$ cat config.mk
export PLATFORM = sky130hd
export DESIGN_NAME = fifo_wr_feeder
export DESIGN_NICKNAME = d
export VERILOG_FILES = /design/src/rtl/fifo_feeder_pkg.sv /design/src/rtl/skid_buf2.sv /design/src/rtl/fifo_wr_feeder.sv
export SDC_FILE = /design/constraint.sdc
export NUM_CORES = 1
export LEC_CHECK = 0
export ABC_AREA = 1
export CORE_MARGIN = 2
export CORE_UTILIZATION = 52
export CTS_BUF_LIST = sky130_fd_sc_hd__clkbuf_8
export DETAILED_ROUTE_END_ITERATION = 6
export PLACE_DENSITY_LB_ADDON = 0.3
export SLEW_MARGIN = 10
export SYNTH_ARGS = -nofsm -noshare
export SYNTH_HDL_FRONTEND = slang
export SYNTH_SLANG_ARGS = --single-unit
$ cat constraint.sdc
create_clock -name clk -period 2.1 [get_ports clk]
set_input_delay 0.63 -clock clk [delete_from_list [all_inputs] [get_ports clk]]
set_output_delay 0.63 -clock clk [all_outputs]
set_load 0.03 [all_outputs]
$ cat src/rtl/fifo_feeder_pkg.sv
// fifo_feeder_pkg: shared types and default widths for the FIFO write-side feeder.
//
// Contents:
//   DefDataWidth   - default stream/FIFO data width
//   DefCntWidth    - default statistics counter width (stats build only)
//   feeder_state_e - feeder FSM states (StRun, StHalt)
package fifo_feeder_pkg;

  localparam int unsigned DefDataWidth = 16;
  localparam int unsigned DefCntWidth  = 16;

  typedef enum logic {
    StRun  = 1'b0,
    StHalt = 1'b1
  } feeder_state_e;

endpackage

$ cat src/rtl/skid_buf2.sv
// skid_buf2: two-entry valid/ready buffer with a registered ready and a head/pop
// interface. Slot 0 always holds the oldest word (the head); slot 1 the next.
//
// Ports:
//   clk_i        - clock, rising edge
//   rst_i        - synchronous active-high reset (empties the buffer, ready low)
//   in_valid_i   - upstream word valid
//   in_data_i    - upstream word
//   in_ready_o   - registered: buffer can take a word this cycle
//   head_valid_o - buffer holds at least one word
//   head_data_o  - oldest buffered word
//   pop_i        - consume the head this cycle (ignored when empty)
module skid_buf2 #(
  parameter int unsigned DataWidth = 16
) (
  input  logic                 clk_i,
  input  logic                 rst_i,
  input  logic                 in_valid_i,
  input  logic [DataWidth-1:0] in_data_i,
  output logic                 in_ready_o,
  output logic                 head_valid_o,
  output logic [DataWidth-1:0] head_data_o,
  input  logic                 pop_i
);

  logic [DataWidth-1:0] slot0_q, slot0_d;
  logic [DataWidth-1:0] slot1_q, slot1_d;
  logic [1:0]           count_q, count_d;
  logic                 ready_q, ready_d;
  logic                 push;
  logic                 pop;

  // ready_q is only high when count_q < 2, so a push can never overrun.
  assign push = in_valid_i && ready_q;
  assign pop  = pop_i && (count_q != 2'd0);

  always_comb begin
    slot0_d = slot0_q;
    slot1_d = slot1_q;
    count_d = count_q;
    case ({push, pop})
      2'b10: begin
        if (count_q == 2'd0) begin
          slot0_d = in_data_i;
        end else begin
          slot1_d = in_data_i;
        end
        count_d = count_q + 2'd1;
      end
      2'b01: begin
        slot0_d = slot1_q;
        count_d = count_q - 2'd1;
      end
      2'b11: begin
        // Occupancy unchanged; the new word lands behind whatever remains.
        if (count_q == 2'd1) begin
          slot0_d = in_data_i;
        end else begin
          slot0_d = slot1_q;
          slot1_d = in_data_i;
        end
      end
      default: ;
    endcase
    // Ready for next cycle reflects occupancy after this cycle's push/pop.
    ready_d = (count_d < 2'd2);
  end

  always_ff @(posedge clk_i) begin
    if (rst_i) begin
      slot0_q <= '0;
      slot1_q <= '0;
      count_q <= 2'd0;
      ready_q <= 1'b0;
    end else begin
      slot0_q <= slot0_d;
      slot1_q <= slot1_d;
      count_q <= count_d;
      ready_q <= ready_d;
    end
  end

  assign in_ready_o   = ready_q;
  assign head_valid_o = (count_q != 2'd0);
  assign head_data_o  = slot0_q;

endmodule

$ cat src/rtl/fifo_wr_feeder.sv
// fifo_wr_feeder: write-side feeder in front of a synchronous FIFO. Buffers an
// upstream valid/ready stream in a 2-entry skid buffer, issues FIFO writes while
// the FIFO is not full, and checks each write against wr_ack/overflow one cycle
// later. A failed check halts writing and latches the failing word until
// clear_err is pulsed.
//
// Optional feature macro: FIFO_WR_FEEDER_STATS_EN adds the CNT_WIDTH parameter
// and the saturating wr_count / stall_count / err_count outputs.
//
// Ports:
//   clk, rst      - clock (rising edge), synchronous active-high reset
//   s_valid/s_data/s_ready - upstream stream (s_ready is registered)
//   wr_en, data_in        - FIFO write port (wr_en combinational)
//   full, wr_ack, overflow - FIFO status/response
//   clear_err     - single-cycle pulse, leaves HALT
//   err, err_data - sticky error flag and the first failing word
//   wr_count, stall_count, err_count - statistics (stats build only)
module fifo_wr_feeder
  import fifo_feeder_pkg::*;
#(
  parameter int unsigned DATA_WIDTH = DefDataWidth
`ifdef FIFO_WR_FEEDER_STATS_EN
  ,
  parameter int unsigned CNT_WIDTH  = DefCntWidth
`endif
) (
  input  logic                  clk,
  input  logic                  rst,
  input  logic                  s_valid,
  input  logic [DATA_WIDTH-1:0] s_data,
  output logic                  s_ready,
  output logic                  wr_en,
  output logic [DATA_WIDTH-1:0] data_in,
  input  logic                  full,
  input  logic                  wr_ack,
  input  logic                  overflow,
  input  logic                  clear_err,
  output logic                  err,
  output logic [DATA_WIDTH-1:0] err_data
`ifdef FIFO_WR_FEEDER_STATS_EN
  ,
  output logic [CNT_WIDTH-1:0]  wr_count,
  output logic [CNT_WIDTH-1:0]  stall_count,
  output logic [CNT_WIDTH-1:0]  err_count
`endif
);

  feeder_state_e         state_q, state_d;
  logic                  issued_q;
  logic [DATA_WIDTH-1:0] last_q;
  logic                  err_q, err_d;
  logic [DATA_WIDTH-1:0] err_data_q, err_data_d;

  logic                  head_valid;
  logic [DATA_WIDTH-1:0] head_data;
  logic                  check_fail;
  logic                  fail;
  logic                  good;

  skid_buf2 #(
    .DataWidth (DATA_WIDTH)
  ) u_skid (
    .clk_i        (clk),
    .rst_i        (rst),
    .in_valid_i   (s_valid),
    .in_data_i    (s_data),
    .in_ready_o   (s_ready),
    .head_valid_o (head_valid),
    .head_data_o  (head_data),
    .pop_i        (wr_en)
  );

  assign wr_en   = (state_q == StRun) && head_valid && !full;
  assign data_in = head_data;

  // The write issued last cycle is checked regardless of the current state, so a
  // write issued just before HALT is still verified.
  assign check_fail = issued_q && (!wr_ack || overflow);
  assign fail       = check_fail || (!issued_q && overflow);
  assign good       = issued_q && wr_ack && !overflow;

  always_comb begin
    state_d    = state_q;
    err_d      = err_q;
    err_data_d = err_data_q;
    if (fail) begin
      // Failure wins over a simultaneous clear_err.
      state_d = StHalt;
      err_d   = 1'b1;
      // Keep the first failing word; a stray overflow has no word to report.
      if (check_fail && !err_q) begin
        err_data_d = last_q;
      end
    end else if ((state_q == StHalt) && clear_err) begin
      state_d = StRun;
      err_d   = 1'b0;
    end
  end

  always_ff @(posedge clk) begin
    if (rst) begin
      state_q    <= StRun;
      issued_q   <= 1'b0;
      last_q     <= '0;
      err_q      <= 1'b0;
      err_data_q <= '0;
    end else begin
      state_q    <= state_d;
      issued_q   <= wr_en;
      last_q     <= data_in;
      err_q      <= err_d;
      err_data_q <= err_data_d;
    end
  end

  assign err      = err_q;
  assign err_data = err_data_q;

`ifdef FIFO_WR_FEEDER_STATS_EN
  localparam logic [CNT_WIDTH-1:0] CntMax = '1;
  localparam logic [CNT_WIDTH-1:0] CntOne = CNT_WIDTH'(1);

  logic [CNT_WIDTH-1:0] wr_count_q, wr_count_d;
  logic [CNT_WIDTH-1:0] stall_count_q, stall_count_d;
  logic [CNT_WIDTH-1:0] err_count_q, err_count_d;
  logic                 stall;

  assign stall = head_valid && full && (state_q == StRun);

  always_comb begin
    wr_count_d    = wr_count_q;
    stall_count_d = stall_count_q;
    err_count_d   = err_count_q;
    if (good && (wr_count_q != CntMax)) begin
      wr_count_d = wr_count_q + CntOne;
    end
    if (stall && (stall_count_q != CntMax)) begin
      stall_count_d = stall_count_q + CntOne;
    end
    if (fail && (err_count_q != CntMax)) begin
      err_count_d = err_count_q + CntOne;
    end
  end

  always_ff @(posedge clk) begin
    if (rst) begin
      wr_count_q    <= '0;
      stall_count_q <= '0;
      err_count_q   <= '0;
    end else begin
      wr_count_q    <= wr_count_d;
      stall_count_q <= stall_count_d;
      err_count_q   <= err_count_d;
    end
  end

  assign wr_count    = wr_count_q;
  assign stall_count = stall_count_q;
  assign err_count   = err_count_q;
`endif

endmodule
==> results.sh, run 1 <==
export IMPL_cts_root_buf="clkbuf_8"
export IMPL_hold_ws_ns=0.4396
export IMPL_viasPerCell=4.786
export IMPL_p_leak_nw=1.521
export IMPL_r2r_setup_slack_ns=0.30
export IMPL_drv_cap=0
export IMPL_fin_crit_sh_pct=98.32
export IMPL_cp_slowest_stage_delay_ns=0.69
export IMPL_rows=26
export IMPL_syn_nets=400
export IMPL_coreArea_sq_mm=0.005107
export IMPL_syn_avg_cell_area_sq_um=7.443
export IMPL_clk_pin_slew_ns=0.08
export IMPL_io_buffer_count=57
export IMPL_path_cells="clkdlybuf4s50_1"
export IMPL_cts_num_sinks=69
export IMPL_io_pins=58
export IMPL_p_seq_share_pct=42.6
export IMPL_wire_per_inst_um=11.57
export IMPL_final_cell_count_no_fill=510
export IMPL_critical_path_class="reg2out"
export IMPL_cp_required_ns=1.47
export IMPL_tritoncts="done"
export IMPL_grt_first_pass_wirelength_um=9591
export IMPL_fp_dieW_um=76.97
export IMPL_syn_inst=372
export IMPL_syn_to_final_growth_pct=32.31
export IMPL_min_from="u_skid.head_data_o[12]"
export IMPL_gp_congestion=0.8507
export IMPL_drt_iter0_drc=160
export IMPL_final_common_cell="nor2_1"
export IMPL_grt_start_max_net_pins=50
export IMPL_end_kind="output pin"
export IMPL_fin_crit_ns=2.065
export IMPL_worst_path_max_delay_cell="clkdlybuf4s50_1"
export IMPL_reg2reg_to="u_skid.slot1_q[5]"
export IMPL_path_max_fanout=3
export IMPL_worstMarginPinSlew_ns=0.6639
export IMPL_path_delay_family="buffers and inverters"
export IMPL_post_cts_setup_buffers=0
export IMPL_dieArea_sq_mm=0.005924
export IMPL_wl_um=5901
export IMPL_drv_slew=0
export IMPL_cts_buffers=9
export IMPL_holdPathStages=2
export IMPL_fin_nets=463
export IMPL_layout_drive_gt1_share_pct=10.45
export IMPL_peakVddDrop_mv=0.5721
export IMPL_r2r_cells=11
export IMPL_slew_headroom_pct=55.67
export IMPL_fmax_mhz=484.3
export IMPL_clockBufferDepth=2
export IMPL_final_cell_mix="nor2_1 (130), dfxtp_1 (68), clkdlybuf4s50_1 (54)"
export IMPL_grt_overflow=0
export IMPL_hold_class="reg2reg"
export IMPL_clock_latency_ns=0.35
export IMPL_antenna_found_initial=0
export IMPL_start_util_pct=54.21
export IMPL_power_switching_mw=1.169
export IMPL_dp_hpwl_um=3957
export IMPL_num_antenna_cells=0
export IMPL_synth_seq_area_share_pct=49.89
export IMPL_setup_viol=0
export IMPL_antenna_left=0
export IMPL_p_sw_share_pct=31.85
export IMPL_firstDrtPassIters=7
export IMPL_power_frac_clock_pct=32.7
export IMPL_placed_area_sq_mm=0.003426
export IMPL_yosys_cell_types_count=21
export IMPL_ys_ff_latch=69
export IMPL_clock_skew_ns=0.004315
export IMPL_grt_pass1_vias=2154
export IMPL_dieHeight_um=76.97
export IMPL_postLayoutCellArea_sq_mm=0.003664
export IMPL_power_density_mw_per_mm2=1002
export IMPL_hold_violations=0
export IMPL_cp_arrival_ns=1.43
export IMPL_vias=2441
export IMPL_track_usage_pct=20.39
export IMPL_yosysWarnings=0
export IMPL_p_int_mw=2.502
export IMPL_htreeDepth=3
export IMPL_status="complete, no violations"
export IMPL_cp_start_kind="flop"
export IMPL_synthesis_area_sq_mm=0.002769
export IMPL_holdPathEnd="last_q[12]"
export IMPL_dp_cells=494
export IMPL_crit_buf_inv=1
export IMPL_drc=0
export IMPL_combPwrFrac_pct=24.7
==> how the worst max path moves through the flow <==
stage / depth (start not counted) / from / end / slack, ns
floorplan: 9 / err / u_skid.head_data_o[10] / 0.19
global placement: 11 / full / u_skid.head_data_o[7] / -0.26
detailed placement: 10 / full / u_skid.slot1_q[5] / -0.29
CTS: 7 / u_skid.count_q[0] / wr_en / 0.02
global route: 7 / flop / wr_en / -0.01
finish: 1 / u_skid.head_data_o[1] / data_in[1] / 0.04
==> synth_stat cells <==
cell type  instances  share of area (%)
clkbuf_1           6               0.81
nand2_4            2               0.81
nand2_1           43                5.8
nand3_4            1               0.63
o221ai_1           1               0.32
buf_4              3               0.81
inv_2              6               0.81
nor2_8             1               0.72
nand3_1           16                2.9
a21oi_1            2               0.36
nor2_1           130                 18
dfxtp_1           69                 50
inv_1             25                3.4
buf_6              3                1.2
nand3_2            2               0.72
ha_1               5                2.3
a21oi_4            1               0.59
o21ai_1           32                5.8
buf_2              6                1.1
o211ai_1           2               0.54
o21ai_0           16                2.9
==> layout make-up <==
type                    count  area (sq um)
clock buffers               9         123.9
clock inverters             7         98.84
fillers                   444          1444
inverters                  31         116.4
multi-input cells         254          1175
flip-flops and latches     69          1383
well taps                  70         87.58
repair buffers             70         679.4
==> kinds of logic after synthesis <==
family                   count (synthesis)  share of synthesized area, %
buffers and inverters                   49                         8.134
AO/OA/AOI/OAI                           54                         10.48
flip-flops                              69                         49.89
adder cells (fa/ha/maj)                  5                         2.259
AND/OR/NAND/NOR                        195                         29.24
==> metrics by stage <==
stage | setup TNS [ns] | utilization, % | power (mW) | setup WS [ns]
2_1_floorplan | 0 | - | 2.167 | 0.1906
3_3_place_gp | -7.192 | 67.07 | 2.461 | -0.2599
3_5_place_dp | -8.407 | 67.07 | 2.481 | -0.2942
4_1_cts | 0 | 71.46 | 3.670 | 0.02243
5_1_grt | -0.01286 | 71.73 | 3.838 | -0.01286
6_report | 0 | 71.73 | 3.671 | 0.03522
==> flip-flops by register name, summed over array words and instances, names as in the netlist, named ones only <==
register            flops
err                     1
err_data               16
issued_q                1
last_q                 16
u_skid.count_q          1
u_skid.head_data_o     16
u_skid.in_ready_o       1
u_skid.slot1_q         16
==> repair_timing <==
action / CTS / global route
hold buffers: 0 / 0
endpoints found under the hold margin: 0 / 0
pin swaps: 0 / 0
endpoints found under the setup margin: 2 / 1
resized for setup: 4 / 3
==> power groups by stage <==
stage               registers (mW)  logic, mW  clock network [mW]
detailed placement            1.59      0.889                   0
global route                  1.58      0.995                1.26
global placement              1.59      0.874                   0
floorplan                     1.73      0.442                   0
finish                        1.56      0.908                1.20
CTS                           1.56      0.895                1.21
==> routing by layer <==
| layer | track usage, % | share of wire (%) | vias to the layer above |
|---|---|---|---|
| met5 | 0 | 0 | - |
| met4 | 12.50 | 2.3 | 0 |
| met3 | 4.118 | 5.0 | 13 |
| met2 | 33.60 | 48 | 75 |
| met1 | 24.46 | 45 | 1072 |
| li1 | - | - | 1281 |
Power figures use the tool's default switching activity.
==> run 2, diff against run 1 <==
--- a/config.mk
+++ b/config.mk
@@ -6,9 +6,9 @@
 export NUM_CORES = 1
 export LEC_CHECK = 0
 export ABC_AREA = 1
-export CORE_MARGIN = 2
 export CORE_UTILIZATION = 52
 export CTS_BUF_LIST = sky130_fd_sc_hd__clkbuf_8
+export CTS_CLUSTER_SIZE = 40
 export DETAILED_ROUTE_END_ITERATION = 6
 export PLACE_DENSITY_LB_ADDON = 0.3
 export SLEW_MARGIN = 10
==> results.sh, run 2 (synthesized netlist as in run 1, its figures left out) <==
export IMPL_coreArea_sq_mm=0.005107
export IMPL_drv_cap=0
export IMPL_drc=0
export IMPL_path_max_fanout=4
export IMPL_grt_overflow=0
export IMPL_fin_crit_sh_pct=97.47
export IMPL_clock_skew_ns=0.008307
export IMPL_rsz0062_at_grt="true"
export IMPL_cp_start_kind="input pin"
export IMPL_status="complete, no violations"
export IMPL_clockBufferDepth=2
export IMPL_cts_hold_buffers=0
export IMPL_syn_to_final_growth_pct=31.63
export IMPL_placed_area_sq_mm=0.003426
export IMPL_num_antenna_cells=0
export IMPL_final_cell_mix="nor2_1 (130), dfxtp_1 (68), clkdlybuf4s50_1 (54)"
export IMPL_finish_utilization_pct=71.36
export IMPL_cts_num_sinks=69
export IMPL_firstDrtPassIters=5
export IMPL_dp_cells=494
export IMPL_critical_path_class="in2out"
export IMPL_rows=26
export IMPL_hold_violations=0
export IMPL_antenna_left=0
export IMPL_clk_pin_slew_ns=0.07
export IMPL_holdPathStages=2
export IMPL_hold_ws_ns=0.4349
export IMPL_dp_hpwl_um=3794
export IMPL_cts_buffers=9
export IMPL_io_pins=58
export IMPL_final_common_cell="nor2_1"
export IMPL_fin_nets=463
export IMPL_htreeDepth=3
export IMPL_io_buffer_count=57
export IMPL_dieHeight_um=74.97
export IMPL_drv_slew=0
export IMPL_postLayoutCellArea_sq_mm=0.003645
export IMPL_r2r_cells=12
export IMPL_viasPerCell=4.806
export IMPL_p_leak_nw=1.507
export IMPL_final_cell_count_no_fill=510
export IMPL_vias=2451
export IMPL_cp_arrival_ns=1.42
export IMPL_wire_per_inst_um=11.21
export IMPL_power_density_mw_per_mm2=975.4
export IMPL_end_kind="output pin"
export IMPL_worstMarginPinSlew_ns=0.6835
export IMPL_tritoncts="done"
export IMPL_grt_pass1_vias=2166
export IMPL_track_usage_pct=22.53
export IMPL_layout_drive_gt1_share_pct=10.23
export IMPL_cp_required_ns=1.47
export IMPL_dieArea_sq_mm=0.005621
export IMPL_setup_viol=0
export IMPL_clock_latency_ns=0.33
export IMPL_slew_headroom_pct=54.37
export IMPL_wl_um=5718
export IMPL_fmax_mhz=488.5
export IMPL_hold_class="reg2reg"
export IMPL_design_power_total_mw=3.555
export IMPL_fp_dieW_um=74.97
export IMPL_start_util_pct=54.21
export IMPL_grt_start_max_net_pins=50
export IMPL_peakVddDrop_mv=0.4944
export IMPL_gp_congestion=0.8006
export IMPL_r2r_setup_slack_ns=0.22
export IMPL_fin_crit_ns=2.047
export IMPL_antenna_found_initial=0
export IMPL_drt_iter0_drc=148
export IMPL_cts_root_buf="clkbuf_8"
export IMPL_grt_first_pass_wirelength_um=9390
run 2: worst paths after layout:
check,startpoint,end
worst max-delay path,full,wr_en
worst min-delay path,u_skid.head_data_o[5],last_q[5]
worst max register to register,flop,u_skid.head_data_o[4]
worst min register to register,u_skid.head_data_o[5],last_q[5]
run 2: where the power goes:
part	total (mW)	switching (mW)	internal, mW
logic	0.899	0.543	0.356
registers	1.56	0.0965	1.47
clock network	1.09	0.530	0.562
run 2: routing by layer:
| layer | share of wire [%] | vias up | track usage [%] |
|---|---|---|---|
| met3 | 4.2 | 8 | 5.622 |
| met5 | 0 | - | 0 |
| li1 | - | 1287 | - |
| met2 | 49 | 73 | 38.04 |
| met4 | 1.2 | 0 | 10.90 |
| met1 | 46 | 1083 | 26.83 |
run 2: timing repair:
action / in CTS / in global routing
endpoints found under the setup margin: 7 / 7
gates resized for setup: 3 / 5
buffers inserted: 0 / 0
pin swaps: 0 / 1
run 2: through the flow:
step | TNS, ns | worst slack [ns]
2_1_floorplan | 0 | 0.1906
3_3_place_gp | -9.317 | -0.3058
3_5_place_dp | -10.15 | -0.3834
4_1_cts | 0 | 0.01831
5_1_grt | 0 | 0.001231
6_report | 0 | 0.05305
run 2: final cells by class:
class | instances | area (sq um)
Multi-Input combinational cell | 254 | 1172
Inverter | 31 | 118.9
Timing Repair Buffer | 70 | 679.4
Clock inverter | 7 | 80.08
Clock buffer | 9 | 123.9
Fill cell | 429 | 1463
Sequential cell | 69 | 1383
Tap cell | 70 | 87.58
run 2: worst max-delay path, cell delays in order:
cell           delay, ns
dlygate4sd2_1       0.28
nor2_8              0.11
nand2_4             0.07
buf_4               0.14
inv_1               0.06
buf_6               0.12
==> run 3, diff against run 2 <==
--- a/config.mk
+++ b/config.mk
@@ -6,6 +6,7 @@
 export NUM_CORES = 1
 export LEC_CHECK = 0
 export ABC_AREA = 1
+export CORE_MARGIN = 2
 export CORE_UTILIZATION = 52
 export CTS_BUF_LIST = sky130_fd_sc_hd__clkbuf_8
 export CTS_CLUSTER_SIZE = 40
==> results of run 3 <==
No change in the layout: final DEF, timing and power equal those of run 1.
